### config.mk
export PLATFORM = sky130hd
export DESIGN_NAME = io_port_bank
export DESIGN_NICKNAME = d
export VERILOG_FILES = /design/src/rtl/io_port_bank_pkg.sv /design/src/rtl/io_fifo.sv /design/src/rtl/io_port_bank.sv
export SDC_FILE = /design/constraint.sdc
export NUM_CORES = 1
export LEC_CHECK = 0
export ABC_AREA = 1
export BUFFER_PORTS_ARGS = -buffer_cell sky130_fd_sc_hd__buf_2
export CAP_MARGIN = 20
export CORE_MARGIN = 2
export CORE_UTILIZATION = 52
export CTS_BUF_LIST = sky130_fd_sc_hd__clkbuf_4 sky130_fd_sc_hd__clkbuf_8 sky130_fd_sc_hd__clkbuf_16
export CTS_CLUSTER_DIAMETER = 150
export DETAILED_ROUTE_END_ITERATION = 7
export PLACE_DENSITY = 0.76
export SYNTH_ARGS = -nofsm -noshare
export SYNTH_HDL_FRONTEND = slang
export SYNTH_HIERARCHICAL = 1
export SYNTH_SLANG_ARGS = --single-unit
### constraint.sdc
create_clock -name clk -period 1.49 [get_ports clk]
set_input_delay 0.0745 -clock clk [delete_from_list [all_inputs] [get_ports clk]]
set_output_delay 0.0745 -clock clk [all_outputs]
set_load 0.03 [all_outputs]
### src/rtl/io_port_bank_pkg.sv
// Register map and bit positions for the I/O port bank; shared by RTL and the MMU-side bench.
package io_port_bank_pkg;

  typedef enum logic [5:0] {
    REG_GPIO_OUT = 6'h00,
    REG_GPIO_IN  = 6'h01,
    REG_CON_DATA = 6'h02,
    REG_CON_STAT = 6'h03,
    REG_TMR_CNT  = 6'h04,
    REG_TMR_CMP  = 6'h05,
    REG_TMR_CTRL = 6'h06
  } io_reg_e;

  localparam int STAT_FULL   = 0;
  localparam int STAT_EMPTY  = 1;
  localparam int STAT_OVF    = 2;
  localparam int STAT_CNT    = 3;

  localparam int CTRL_EN     = 0;
  localparam int CTRL_IRQ_EN = 1;
  localparam int CTRL_PEND   = 2;

  function automatic logic [7:0] reg_addr(io_reg_e r);
    return {r, 2'b00};
  endfunction

endpackage

### src/rtl/io_fifo.sv
// Small circular byte FIFO; a push into a full FIFO is accepted only when a pop frees a slot.
module io_fifo #(
  parameter int WIDTH     = 8,
  parameter int DEPTH     = 4,
  parameter int DEPTH_LOG = 2
) (
  input  logic                 clk,
  input  logic                 resetb,
  input  logic                 i_push,
  input  logic [WIDTH-1:0]     i_din,
  input  logic                 i_pop,
  output logic                 o_full,
  output logic                 o_empty,
  output logic [DEPTH_LOG:0]   o_count,
  output logic [WIDTH-1:0]     o_head
);

  logic [DEPTH-1:0][WIDTH-1:0] r_mem;
  logic [DEPTH_LOG-1:0]        r_wr;
  logic [DEPTH_LOG-1:0]        r_rd;
  logic [DEPTH_LOG:0]          r_cnt;
  logic                        w_push;
  logic                        w_pop;

  assign o_full  = (r_cnt == (DEPTH_LOG+1)'(DEPTH));
  assign o_empty = (r_cnt == '0);
  assign o_count = r_cnt;
  assign o_head  = r_mem[r_rd];
  assign w_pop   = i_pop && !o_empty;
  assign w_push  = i_push && (!o_full || w_pop);

  // storage is cleared too so the head byte reads 0 out of reset
  always_ff @(posedge clk or negedge resetb) begin
    if (!resetb) begin
      r_mem <= '0;
      r_wr  <= '0;
      r_rd  <= '0;
      r_cnt <= '0;
    end else begin
      if (w_push) begin
        r_mem[r_wr] <= i_din;
        r_wr        <= r_wr + 1'b1;
      end
      if (w_pop) r_rd <= r_rd + 1'b1;
      case ({w_push, w_pop})
        2'b10:   r_cnt <= r_cnt + 1'b1;
        2'b01:   r_cnt <= r_cnt - 1'b1;
        default: r_cnt <= r_cnt;
      endcase
    end
  end

endmodule

### src/rtl/io_port_bank.sv
// MMU I/O window responder: GPIO, compare-match timer with IRQ, console FIFO.
// Reads are registered; the MMU picks up io_data_read one cycle after the access.
module io_port_bank
  import io_port_bank_pkg::*;
#(
  parameter int GPIO_W     = 32,
  parameter int FIFO_DEPTH = 4,
  parameter int FIFO_LOG   = 2
) (
  input  logic              clk,
  input  logic              resetb,
  input  logic [7:0]        io_addr,
  input  logic              io_en,
  input  logic              io_we,
  input  logic [31:0]       io_data_write,
  output logic [31:0]       io_data_read,
  output logic [GPIO_W-1:0] gpio_out,
  input  logic [GPIO_W-1:0] gpio_in,
  output logic [7:0]        con_data,
  output logic              con_valid,
  input  logic              con_ready,
  output logic              timer_irq
);

  io_reg_e             w_reg;
  logic                w_rd, w_wr, w_match, w_pop, w_push;
  logic                w_full, w_empty, w_unused;
  logic [FIFO_LOG:0]   w_count;
  logic [31:0]         w_rdata;
  logic [31:0]         r_rdata, r_cnt, r_cmp;
  logic [GPIO_W-1:0]   r_gpio, r_sync1, r_sync2;
  logic                r_en, r_irq_en, r_pend, r_ovf;

  assign w_reg    = io_reg_e'(io_addr[7:2]);
  assign w_unused = ^io_addr[1:0];
  assign w_rd     = io_en && !io_we;
  assign w_wr     = io_en && io_we;
  assign w_push   = w_wr && (w_reg == REG_CON_DATA);
  assign w_pop    = con_ready && !w_empty;
  assign w_match  = r_en && (r_cnt == r_cmp);

  io_fifo #(.WIDTH(8), .DEPTH(FIFO_DEPTH), .DEPTH_LOG(FIFO_LOG)) u_fifo (
    .clk     (clk),
    .resetb  (resetb),
    .i_push  (w_push),
    .i_din   (io_data_write[7:0]),
    .i_pop   (con_ready),
    .o_full  (w_full),
    .o_empty (w_empty),
    .o_count (w_count),
    .o_head  (con_data)
  );

  always_comb begin
    w_rdata = '0;
    case (w_reg)
      REG_GPIO_OUT: w_rdata[GPIO_W-1:0] = r_gpio;
      REG_GPIO_IN:  w_rdata[GPIO_W-1:0] = r_sync2;
      REG_CON_STAT: begin
        w_rdata[STAT_FULL]               = w_full;
        w_rdata[STAT_EMPTY]              = w_empty;
        w_rdata[STAT_OVF]                = r_ovf;
        w_rdata[STAT_CNT +: FIFO_LOG+1]  = w_count;
      end
      REG_TMR_CNT:  w_rdata = r_cnt;
      REG_TMR_CMP:  w_rdata = r_cmp;
      REG_TMR_CTRL: begin
        w_rdata[CTRL_EN]     = r_en;
        w_rdata[CTRL_IRQ_EN] = r_irq_en;
        w_rdata[CTRL_PEND]   = r_pend;
      end
      default:      w_rdata = '0;
    endcase
  end

  always_ff @(posedge clk or negedge resetb) begin
    if (!resetb) begin
      r_rdata  <= '0;
      r_gpio   <= '0;
      r_sync1  <= '0;
      r_sync2  <= '0;
      r_cnt    <= '0;
      r_cmp    <= '0;
      r_en     <= 1'b0;
      r_irq_en <= 1'b0;
      r_pend   <= 1'b0;
      r_ovf    <= 1'b0;
    end else begin
      r_sync1 <= gpio_in;
      r_sync2 <= r_sync1;
      if (w_rd) r_rdata <= w_rdata;
      if (w_wr && w_reg == REG_GPIO_OUT) r_gpio <= io_data_write[GPIO_W-1:0];
      if (w_wr && w_reg == REG_TMR_CMP)  r_cmp  <= io_data_write;
      if (w_wr && w_reg == REG_TMR_CTRL) begin
        r_en     <= io_data_write[CTRL_EN];
        r_irq_en <= io_data_write[CTRL_IRQ_EN];
      end
      // a software count write beats both the match wrap and the increment
      if (w_wr && w_reg == REG_TMR_CNT) r_cnt <= io_data_write;
      else if (w_match)                 r_cnt <= '0;
      else if (r_en)                    r_cnt <= r_cnt + 32'd1;
      if (w_match)                                                   r_pend <= 1'b1;
      else if (w_wr && w_reg == REG_TMR_CTRL && io_data_write[CTRL_PEND]) r_pend <= 1'b0;
      if (w_wr && w_reg == REG_CON_STAT)       r_ovf <= 1'b0;
      else if (w_push && w_full && !w_pop)     r_ovf <= 1'b1;
    end
  end

  assign io_data_read = r_rdata;
  assign gpio_out     = r_gpio;
  assign con_valid    = !w_empty;
  assign timer_irq    = r_pend && r_irq_en;

endmodule

==> results of run 1 <==
registers in the layout (all words and copies together) (netlist names):
register	cells
gpio_out	32
io_data_read	32
r_cmp	32
r_cnt	32
r_en	1
r_irq_en	1
r_ovf	1
r_pend	1
r_sync1	32
r_sync2	32
u_fifo/o_count	3
u_fifo/r_mem	32
u_fifo/r_rd	2
u_fifo/r_wr	2
per-layer routing:
metal | global-route usage, % | wire length (um)
met3 | 4.991 | 2735
met1 | 42.33 | 15270
met2 | 51.80 | 18180
met5 | 0 | 0
met4 | 8.189 | 841
synthesized netlist by cell type (2+ instances only):
cell type | count | area share (%)
buf_8 | 2 | 0.26
buf_4 | 6 | 0.40
and2_1 | 3 | 0.16
inv_1 | 195 | 6.4
a31oi_1 | 5 | 0.27
nand2_2 | 3 | 0.16
o211ai_1 | 3 | 0.20
ha_1 | 5 | 0.55
o2bb2ai_1 | 13 | 1.0
xor2_1 | 23 | 1.8
a21oi_1 | 27 | 1.2
nor2_2 | 2 | 0.11
nand3_1 | 47 | 2.1
nand2_4 | 4 | 0.40
nor2_8 | 3 | 0.53
buf_2 | 21 | 0.92
inv_2 | 5 | 0.16
nand4_1 | 12 | 0.66
o21ai_1 | 31 | 1.4
nand3_4 | 2 | 0.31
dfrtp_1 | 235 | 52
nand3_2 | 5 | 0.44
xnor2_1 | 15 | 1.2
buf_6 | 6 | 0.59
nand2_1 | 374 | 12
nor2_1 | 124 | 4.1
o22ai_1 | 52 | 2.9
o21ai_2 | 2 | 0.15
o21ai_0 | 117 | 5.1
clkinv_1 | 2 | 0.066
clkbuf_1 | 17 | 0.56
nor2_4 | 2 | 0.20
a22oi_1 | 14 | 0.92
logic make-up after synthesis:
logic type | synth area share (%)
AOI/OAI and AO/OA | 13.25
xor gates and xnor gates | 2.923
adders and majority gates | 0.7254
buffers and inverters | 9.550
DFF | 51.65
and+or+nand+nor | 21.89
stage by stage:
stage	utilization, %	total power (uW)	setup TNS [ns]	setup WS [ns]	hold slack (ns)
5_1_grt	74.52	22830	-10.38	-0.2840	0.06611
4_1_cts	72.30	20880	-4.319	-0.1966	0.03835
6_report	74.52	21840	-6.946	-0.2018	0.05877
2_1_floorplan	-	11060	-0.001373	-0.001373	-0.2211
3_5_place_dp	62.95	13540	-5.844	-0.2545	0.03196
3_3_place_gp	62.95	13420	-4.298	-0.2014	0.02692
layout by cell type (no fill, tap or decap), types with 42 or more instances in the layout:
| master | count |
|---|---|
| dlygate4sd3_1 | 66 |
| buf_2 | 138 |
| o22ai_1 | 46 |
| nor2_1 | 87 |
| nand2_1 | 333 |
| o21ai_1 | 42 |
| buf_4 | 178 |
| dfrtp_1 | 223 |
| o21ai_0 | 99 |
| inv_1 | 176 |
worst min-delay path: cells and delay by family:
| kind | cells | cell delay, ns |
|---|---|---|
| AND/OR/NAND/NOR | 2 | 0.16 |
| AO/OA/AOI/OAI | 1 | 0.05 |
| buffers and inverters | 2 | 0.27 |
worst max path at each step:
stage	end	slack, ns	depth (start not counted)
final	r_cnt[22]	-0.20	10
after detailed placement	r_cnt[14]	-0.25	10
after global routing	r_cnt[22]	-0.28	10
after CTS	con_data[2]	-0.20	5
after floorplan	u_fifo/o_count[1]	-0.001	8
after global placement	r_cnt[30]	-0.20	11
repair_timing:
item | in CTS | in global routing
hold buffers | 66 | 0
pin swaps | 36 | 46
hold endpoints to repair | 396 | 0
gates resized for setup | 111 | 121
buffers inserted | 18 | 12
gates cloned | 2 | 1
setup endpoints to repair | 42 | 47
power by group through the flow:
stage                     Clock, uW  Sequential, uW  Combinational, uW
final                          6590            7740               7510
after global routing           6950            7800               8090
after CTS                      6650            7680               6550
after detailed placement          0            7760               5780
after global placement            0            7740               5680
after floorplan                   0            7910               3150
cell type report:
type / count / area share, %
clock buffer: 39 / 5.086
clock inverter: 7 / 0.4258
sequential: 235 / 36.48
timing repair buffer: 422 / 20.27
tap: 280 / 2.168
inverter: 203 / 4.807
multi-input combinational: 896 / 30.76
==> results.sh, run 1 <==
export IMPL_final_cell_count_no_fill=2082
export IMPL_powerDensity_nw_per_um2=1352
export IMPL_synth_cells=1388
export IMPL_critPathMostFrequentCell="nand2_1"
export IMPL_clock_fmax_mhz=591.1
export IMPL_dp_cells=1937
export IMPL_hold_start="io_we"
export IMPL_place_area_sq_um=13650
export IMPL_rows=54
export IMPL_grt_first_pass_wirelength_mm=58.13
export IMPL_viasPerCell=5.356
export IMPL_netSwitchingFraction_pct=34.43
export IMPL_startpoint_type="flop"
export IMPL_cpPeakStageDelay_ns=0.43
export IMPL_fp_dieH_um=152.0
export IMPL_p_clk_share_pct=30.2
export IMPL_hpwl_mm=24.38
export IMPL_ir_drop_mv=1.161
export IMPL_path_buf_inv=2
export IMPL_grt_pass1_vias=11200
export IMPL_worstPathArrival_ns=2.12
export IMPL_rr_startpoint="r_cnt[1]"
export IMPL_numCtsBuffers=26
export IMPL_die_w_um=152.0
export IMPL_pwr_share_seq_pct=35.4
export IMPL_violations="setup timing"
export IMPL_post_drt_wl_per_cell_um=17.78
export IMPL_synth_nets=1471
export IMPL_finalWorstSetupSlack_ns=-0.2018
export IMPL_finalNetCount=1867
export IMPL_setup_violations=44
export IMPL_yosys_warnings=6
export IMPL_cp_slowest_cell="dfrtp_1"
export IMPL_cts_sinks=235
export IMPL_fin_crit_sh_pct=113.5
export IMPL_cp_cell_sequence="inv_2 > nand2_4 > o21ai_0 > nor2_1 > nand2_1 > nor2_2 > nand3_4 > buf_8 > nand3_2 > nand2_1"
export IMPL_core_area_sq_um=21690
export IMPL_multi_input_area_sq_um=4972
export IMPL_stdcell_area_sq_um=16160
export IMPL_globalplace_congestion=0.9965
export IMPL_insertedDiodeCount=0
export IMPL_comb_power_share_pct=34.4
export IMPL_cp_required_ns=1.92
export IMPL_min_path_type="primary input to flop"
export IMPL_postRouteAntennaNets=0
export IMPL_drt_iter0_markers=959
export IMPL_fillCellCount=1487
export IMPL_drt_wl_total_mm=37.02
export IMPL_crit_family="simple AND/OR/NAND/NOR gates"
export IMPL_p_int_uw=14320
export IMPL_p_leak_uw=0.008129
export IMPL_slew_viol_final=0
export IMPL_r2r_end="r_cnt[22]"
export IMPL_ys_ff_latch=235
export IMPL_port_buffers=148
export IMPL_worst_slew_pin_slew_ns=0.4598
export IMPL_drive_above_1_share_pct=32.52
export IMPL_ys_types=44
export IMPL_cts_tree="done"
export IMPL_clk_latency_ns=0.54
export IMPL_avgSynthCellArea_sq_um=8.202
export IMPL_clk_pin_slew_ns=0.07
export IMPL_start_util_pct=52.49
export IMPL_path_max_fanout=8
export IMPL_grt_max_degree=65
export IMPL_synth_edf_count=0
export IMPL_ioPinCount=151
export IMPL_regArea_sq_um=5896
export IMPL_netlist_area_sq_um=11380
export IMPL_drtPass1Iterations=5
export IMPL_cp_end_kind="flop"
export IMPL_startpoint="r_cnt[1]"
export IMPL_max_cap_violations=0
export IMPL_cts_root_buf="clkbuf_16"
export IMPL_vias=11150
export IMPL_holdPathStages=5
export IMPL_clock_skew_ns=0.02182
export IMPL_overflow=0
export IMPL_slew_headroom_pct=69.35
export IMPL_p_sw_uw=7521
export IMPL_synthFlopType="dfrtp_1"
export IMPL_syn_to_final_growth_pct=41.97
export IMPL_r2r_cells=10
export IMPL_whs_endpoint="io_data_read[4]"
export IMPL_htreeDepth=1
export IMPL_status="complete, but fails checks"
export IMPL_grt_use_total_pct=30.94
export IMPL_drc=0
export IMPL_async_flop_share_pct=100.0
export IMPL_clockBufferDepth=3
export IMPL_critical_path_class="flop to flop"
export IMPL_finalHoldViolCount=0
export IMPL_rsz0062_at_grt="true"
export IMPL_antenna_found_initial=0
export IMPL_synth_seq_area_share_pct=51.65
export IMPL_die_area_sq_um=23090
export IMPL_rrSetupSlack_ns=-0.20
export IMPL_period_minus_slack_ns=1.692
Power figures use the tool's default switching activity.
==> run 2, diff against run 1 <==
==> constraint.sdc (replaced) <==
create_clock -name clk -period 1.49 [get_ports clk]
set_input_delay 0.298 -clock clk [delete_from_list [all_inputs] [get_ports clk]]
set_output_delay 0.298 -clock clk [all_outputs]
set_load 0.03 [all_outputs]
==> run 2 against run 1 <==
Net effect:
- sequential share of layout area shrank 0.089 points
- the flow still finishes with violations (setup timing)
- combinational power grew 4.0%
- count of clock-buffer cells in the layout shrank 5
- clock power grew 3%
- non-clock buffer count shrank 16
- critical endpoint is now con_data[7]
==> results.sh, run 2 (synthesis gave the netlist of run 1 again) <==
export IMPL_drt_iter0_markers=808
export IMPL_cts_tree="done"
export IMPL_cpPeakStageDelay_ns=0.44
export IMPL_cts_root_buf="clkbuf_16"
export IMPL_grt_first_pass_wirelength_mm=57.66
export IMPL_antenna_found_initial=0
export IMPL_p_int_uw=14650
export IMPL_core_area_sq_um=21690
export IMPL_rows=54
export IMPL_port_buffers=148
export IMPL_post_drt_wl_per_cell_um=18.17
export IMPL_cp_required_ns=1.19
export IMPL_cp_end_kind="primary output"
export IMPL_drc=0
export IMPL_fin_crit_sh_pct=126.9
export IMPL_ir_drop_mv=0.9833
export IMPL_finalWorstSetupSlack_ns=-0.4004
export IMPL_dp_slack_ns=-0.2915
export IMPL_p_leak_uw=0.008196
export IMPL_violations="setup timing"
export IMPL_drtPass1Iterations=6
export IMPL_p_sw_uw=7695
export IMPL_status="complete, but fails checks"
export IMPL_cts_sinks=235
export IMPL_globalplace_congestion=1.009
export IMPL_period_minus_slack_ns=1.890
export IMPL_clock_skew_ns=0.01104
export IMPL_max_cap_violations=0
export IMPL_rrSetupSlack_ns=-0.34
export IMPL_setup_violations=44
export IMPL_finalNetCount=1850
export IMPL_clockBufferDepth=3
export IMPL_path_max_fanout=17
export IMPL_startpoint_type="flop"
export IMPL_grt_max_degree=65
export IMPL_insertedDiodeCount=0
export IMPL_slew_viol_final=0
export IMPL_final_cell_mix="nand2_1, dfrtp_1, inv_1"
export IMPL_syn_to_final_growth_pct=42.26
export IMPL_ioPinCount=151
export IMPL_p_clk_share_pct=30.3
export IMPL_powerDensity_nw_per_um2=1380
export IMPL_hpwl_mm=24.65
export IMPL_cp_slowest_cell="dfrtp_2"
export IMPL_htreeDepth=1
export IMPL_drive_above_1_share_pct=33.41
export IMPL_drt_wl_total_mm=37.50
export IMPL_numCtsBuffers=25
export IMPL_finalHoldViolCount=0
export IMPL_comb_power_share_pct=34.9
export IMPL_cp_cell_sequence="inv_2 > buf_12 > nor2_2 > o22ai_2 > buf_6"
export IMPL_worstPathArrival_ns=1.59
export IMPL_critical_path_class="flop to primary output"
export IMPL_clock_fmax_mhz=529.0
export IMPL_grt_pass1_vias=11460
export IMPL_viasPerCell=5.474
export IMPL_fin_total_pwr_uw=22350
export IMPL_clk_pin_slew_ns=0.06
export IMPL_start_util_pct=52.49
export IMPL_overflow=0
export IMPL_postRouteAntennaNets=0
export IMPL_netSwitchingFraction_pct=34.43
export IMPL_fp_dieH_um=152.0
export IMPL_worst_slew_pin_slew_ns=0.3145
export IMPL_slew_headroom_pct=78.87
export IMPL_die_area_sq_um=23090
export IMPL_die_w_um=152.0
export IMPL_pwr_share_seq_pct=34.8
export IMPL_final_common_cell="nand2_1"
export IMPL_clk_latency_ns=0.53
export IMPL_vias=11300
export IMPL_utilization_pct=74.67
export IMPL_rsz0062_at_grt="true"
export IMPL_min_path_type="primary input to flop"
export IMPL_grt_use_total_pct=30.69
## run 2: path summary, 6_finish.rpt
| kind | start | to | depth (start not counted) |
|---|---|---|---|
| setup / recovery | u_fifo/r_rd[0] | con_data[7] | 5 |
| hold reg to reg | r_sync1[10] | r_sync2[10] | 0 |
| max in group asynchronous | resetb | r_sync2[23] | 3 |
| hold / removal | io_data_write[12] | gpio_out[12] | 3 |
| min in group asynchronous | resetb | u_fifo/r_mem[2] | 2 |
| setup reg to reg | r_cnt[0] | r_cnt[19] | 10 |
## run 2: layout make-up
class / instances / area (sq um)
inverters: 203 / 774.5
clock inverters: 10 / 157.7
clock buffers: 34 / 743.2
flip-flops and latches: 235 / 5893
well taps: 280 / 350.3
multi-input cells: 896 / 5111
fillers: 1452 / 5493
repair buffers: 406 / 3166
## run 2: timing repair
item / CTS / global route
hold buffers: 35 / 0
gates resized for setup: 129 / 129
pin swaps: 24 / 60
hold endpoints to repair: 213 / 0
gates cloned: 2 / 0
buffers inserted: 20 / 19
setup endpoints to repair: 44 / 83
## run 2: through the flow
step / setup TNS, ns / instance area (sq um) / hold slack (ns) / instances
floorplan: -0.3460 / 11460 / 0.002409 / 1388
global placement: -13.66 / 13920 / 0.1898 / 1957
detailed placement: -22.40 / 13920 / 0.1882 / 1957
CTS: -17.50 / 15780 / 0.001994 / 2058
global route: -16.17 / 16200 / 0.03360 / 2064
finish: -11.50 / 16200 / 0.01057 / 2064
## run 2: critical path: cells and delay by family (launching register included)
kind	cells	cell delay, ns
flops	1	0.44
buf+inv	3	0.39
compound gates	1	0.18
simple gates	1	0.05
## run 2: power by group through the flow
stage	clock, uW	sequential [uW]	combinational [uW]
after global routing	7090	7820	8400
final	6770	7770	7810
after global placement	0	7700	6040
after floorplan	0	7910	3300
after detailed placement	0	7730	6180
after CTS	6790	7650	7080
## run 2: per-layer routing
layer	part of all wire, %	track usage [%]
met4	3.9	11.44
met3	7.6	5.077
met2	49	53.39
met1	39	38.71
met5	0	0
==> run 3, diff against run 2 <==
--- a/config.mk
+++ b/config.mk
@@ -5,15 +5,15 @@
 export SDC_FILE = /design/constraint.sdc
 export NUM_CORES = 1
 export LEC_CHECK = 0
-export ABC_AREA = 1
+export ABC_AREA = 0
 export BUFFER_PORTS_ARGS = -buffer_cell sky130_fd_sc_hd__buf_2
 export CAP_MARGIN = 20
 export CORE_MARGIN = 2
-export CORE_UTILIZATION = 52
+export CORE_UTILIZATION = 62
 export CTS_BUF_LIST = sky130_fd_sc_hd__clkbuf_4 sky130_fd_sc_hd__clkbuf_8 sky130_fd_sc_hd__clkbuf_16
 export CTS_CLUSTER_DIAMETER = 150
 export DETAILED_ROUTE_END_ITERATION = 7
-export PLACE_DENSITY = 0.76
+export PLACE_DENSITY = 0.86
 export SYNTH_ARGS = -nofsm -noshare
 export SYNTH_HDL_FRONTEND = slang
 export SYNTH_HIERARCHICAL = 1
==> constraint.sdc (replaced) <==
create_clock -name clk -period 2.39 [get_ports clk]
set_input_delay 0.478 -clock clk [delete_from_list [all_inputs] [get_ports clk]]
set_output_delay 0.478 -clock clk [all_outputs]
set_load 0.03 [all_outputs]
==> run 3 against run 2 <==
Net effect:
- clock skew fell by 0.0011 ns
- utilization rose by 0.80 points
- first-iteration DRC count is 4.6% higher
- combinational power decreased by 84%
- the flow finishes with violations (DRC)
- sequential power fell by 41%
- synthesized cell count down 39%
- sequential share of layout area up 11 points
- register-to-register slack gained 0.51 ns
- critical endpoint is now con_data[4]
- largest cell class unchanged
- setup slack gained 0.49 ns
- hold slack improved by 0.064 ns
- largest power group is now registers
==> results.sh, run 3 <==
export IMPL_fin_crit_sh_pct=96.31
export IMPL_critical_path_class="flop to primary output"
export IMPL_slew_headroom_pct=61.88
export IMPL_cp_required_ns=1.91
export IMPL_overflow=0
export IMPL_violations="DRC"
export IMPL_max_cap_violations=0
export IMPL_synthFlopType="dfrtp_1"
export IMPL_postRouteAntennaNets=0
export IMPL_netlist_area_sq_um=10430
export IMPL_p_leak_uw=0.006115
export IMPL_place_area_sq_um=11670
export IMPL_drt_iter0_markers=845
export IMPL_drive_above_1_share_pct=35.12
export IMPL_cts_sinks=235
export IMPL_hpwl_mm=17.24
export IMPL_finalNetCount=1095
export IMPL_ys_top_cells_by_count="dfrtp_1, nand2_1, mux2_2, xor2_1, nor2_1"
export IMPL_worstPathArrival_ns=1.82
export IMPL_setup_violations=0
export IMPL_cp_slowest_cell="dfrtp_2"
export IMPL_post_drt_wl_per_cell_um=20.64
export IMPL_synth_area_leaders="dfrtp_1, mux2_2, xor2_1"
export IMPL_ir_drop_mv=0.6668
export IMPL_worst_slew_pin_slew_ns=0.5717
export IMPL_drtPass1Iterations=8
export IMPL_finalWorstSetupSlack_ns=0.08814
export IMPL_grt_pass1_vias=7720
export IMPL_synth_nets=927
export IMPL_grt_max_degree=78
export IMPL_status="complete, but fails checks"
export IMPL_finalHoldViolCount=0
export IMPL_die_w_um=133.7
export IMPL_powerDensity_nw_per_um2=761.5
export IMPL_yosysMostFrequentCell="dfrtp_1"
export IMPL_antenna_found_initial=0
export IMPL_die_area_sq_um=17880
export IMPL_grt_first_pass_wirelength_mm=41.06
export IMPL_yosys_warnings=6
export IMPL_clock_skew_ns=0.009977
export IMPL_insertedDiodeCount=0
export IMPL_core_area_sq_um=16520
export IMPL_clockBufferDepth=3
export IMPL_dp_slack_ns=-0.1237
export IMPL_port_buffers=148
export IMPL_rsz0062_at_grt="false"
export IMPL_post_cts_buffers=0
export IMPL_cp_end_kind="primary output"
export IMPL_clk_latency_ns=0.51
export IMPL_ys_types=73
export IMPL_min_path_type="primary input to flop"
export IMPL_ioPinCount=151
export IMPL_drc=3
export IMPL_fp_dieH_um=133.7
export IMPL_synth_seq_area_share_pct=56.38
export IMPL_final_cell_mix="dfrtp_1, buf_2, nand2_1"
export IMPL_stdcell_area_sq_um=12470
export IMPL_cpPeakStageDelay_ns=0.56
export IMPL_vias=7822
export IMPL_synth_cells=844
export IMPL_yosysTopAreaCell="dfrtp_1"
export IMPL_cts_root_buf="clkbuf_16"
export IMPL_startpoint_type="flop"
export IMPL_synth_edf_count=0
export IMPL_cts_tree="done"
export IMPL_htreeDepth=1
export IMPL_final_common_cell="dfrtp_1"
export IMPL_clock_fmax_mhz=434.4
export IMPL_rows=47
export IMPL_cp_cell_sequence="mux4_2 > buf_2"
export IMPL_period_minus_slack_ns=2.302
export IMPL_grt_use_total_pct=29.17
export IMPL_drt_wl_total_mm=25.76
export IMPL_viasPerCell=6.268
export IMPL_slew_viol_final=0
export IMPL_numCtsBuffers=23
export IMPL_ys_ff_latch=235
export IMPL_avgSynthCellArea_sq_um=12.36
export IMPL_start_util_pct=63.12
export IMPL_async_flop_share_pct=100.0
export IMPL_path_max_fanout=9
export IMPL_synth_top_cell_area_share_pct=56.38
export IMPL_clk_pin_slew_ns=0.06
export IMPL_globalplace_congestion=0.8449
export IMPL_syn_to_final_growth_pct=19.58
[run 3: cell count changes after synthesis, sizes merged, moves of 18 or more]
cell,delta
mux2,+97
inv,-190
o21ai,-129
nor2,-90
nand3,-35
a21oi,-18
o22ai,-51
a22o,+27
a222oi,+26
nand2,-290
[run 3: worst paths after layout]
check                               start        endpoint  slack, ns  cells after the start
min in group asynchronous          resetb     r_sync1[14]       0.53                      2
setup / recovery           u_fifo/r_rd[0]     con_data[4]       0.09                      2
hold / removal                gpio_in[19]     r_sync1[19]       0.07                      1
setup reg to reg                 r_cnt[1]       r_cnt[26]       0.17                      8
hold reg to reg               r_sync1[17]     r_sync2[17]       0.34                      0
max in group asynchronous          resetb  u_fifo/r_rd[0]       1.10                      3
[run 3: layer usage]
layer | vias to the layer above | wire length, um | GRT usage, %
li1 | 3418 | - | -
met1 | 3899 | 10620 | 42.55
met2 | 437 | 12210 | 45.33
met3 | 68 | 2235 | 5.099
met4 | 0 | 702 | 9.102
met5 | - | 0 | 0
[run 3: report_power, final]
group          total, uW  internal [uW]  leakage (uW)  switching (uW)
Sequential          4560           4230       0.00299             327
Combinational       1240            547       0.00274             689
Clock               3700           2220      0.000384            1480
[run 3: kinds of logic (layout without fill, tap and decap cells)]
family                   after synthesis  in the layout  share of synthesized area, %
AO/OA/AOI/OAI                        130            130                         9.909
XOR/XNOR                              51             51                         4.283
adder cells (fa/ha/maj)                6              6                        0.7918
flip-flops                           235            235                         56.38
AND/OR/NAND/NOR                      244            244                         12.56
buffers and inverters                 67            251                         3.299
multiplexers                         111            111                         12.78
[run 3: through the flow]
stage               instances  total power, uW  setup TNS (ns)  hold slack, ns  utilization, %
CTS                      1248             9512               0         0.06568           75.43
floorplan                 844             5307         -0.1636          0.1824               -
finish                   1248             9497               0         0.07458           75.48
global route             1248             9826               0         0.06481           75.48
global placement         1206             5761        -0.06819          0.3314           70.63
detailed placement       1206             5834          -1.646          0.3347           70.63
[run 3: worst max-delay path: cells and delay by family, from the launching register on]
| kind | cells | cell delay [ns] |
|---|---|---|
| buf+inv | 1 | 0.20 |
| mux | 1 | 0.56 |
| flops | 1 | 0.56 |
[run 3: area by class of cell]
type | count | area (sq um)
clock buffers | 34 | 689.4
clock inverters | 7 | 92.59
fillers | 1012 | 4053
inverters | 11 | 41.29
multi-input cells | 542 | 4243
flip-flops and latches | 235 | 5882
well taps | 220 | 275.3
repair buffers | 199 | 1249
[run 3: what timing repair did]
action                                  CTS  global route
pin swaps                                 0             0
hold buffers                              1             0
endpoints found under the setup margin    8            11
endpoints found under the hold margin    71             0
gates resized for setup                   1             2
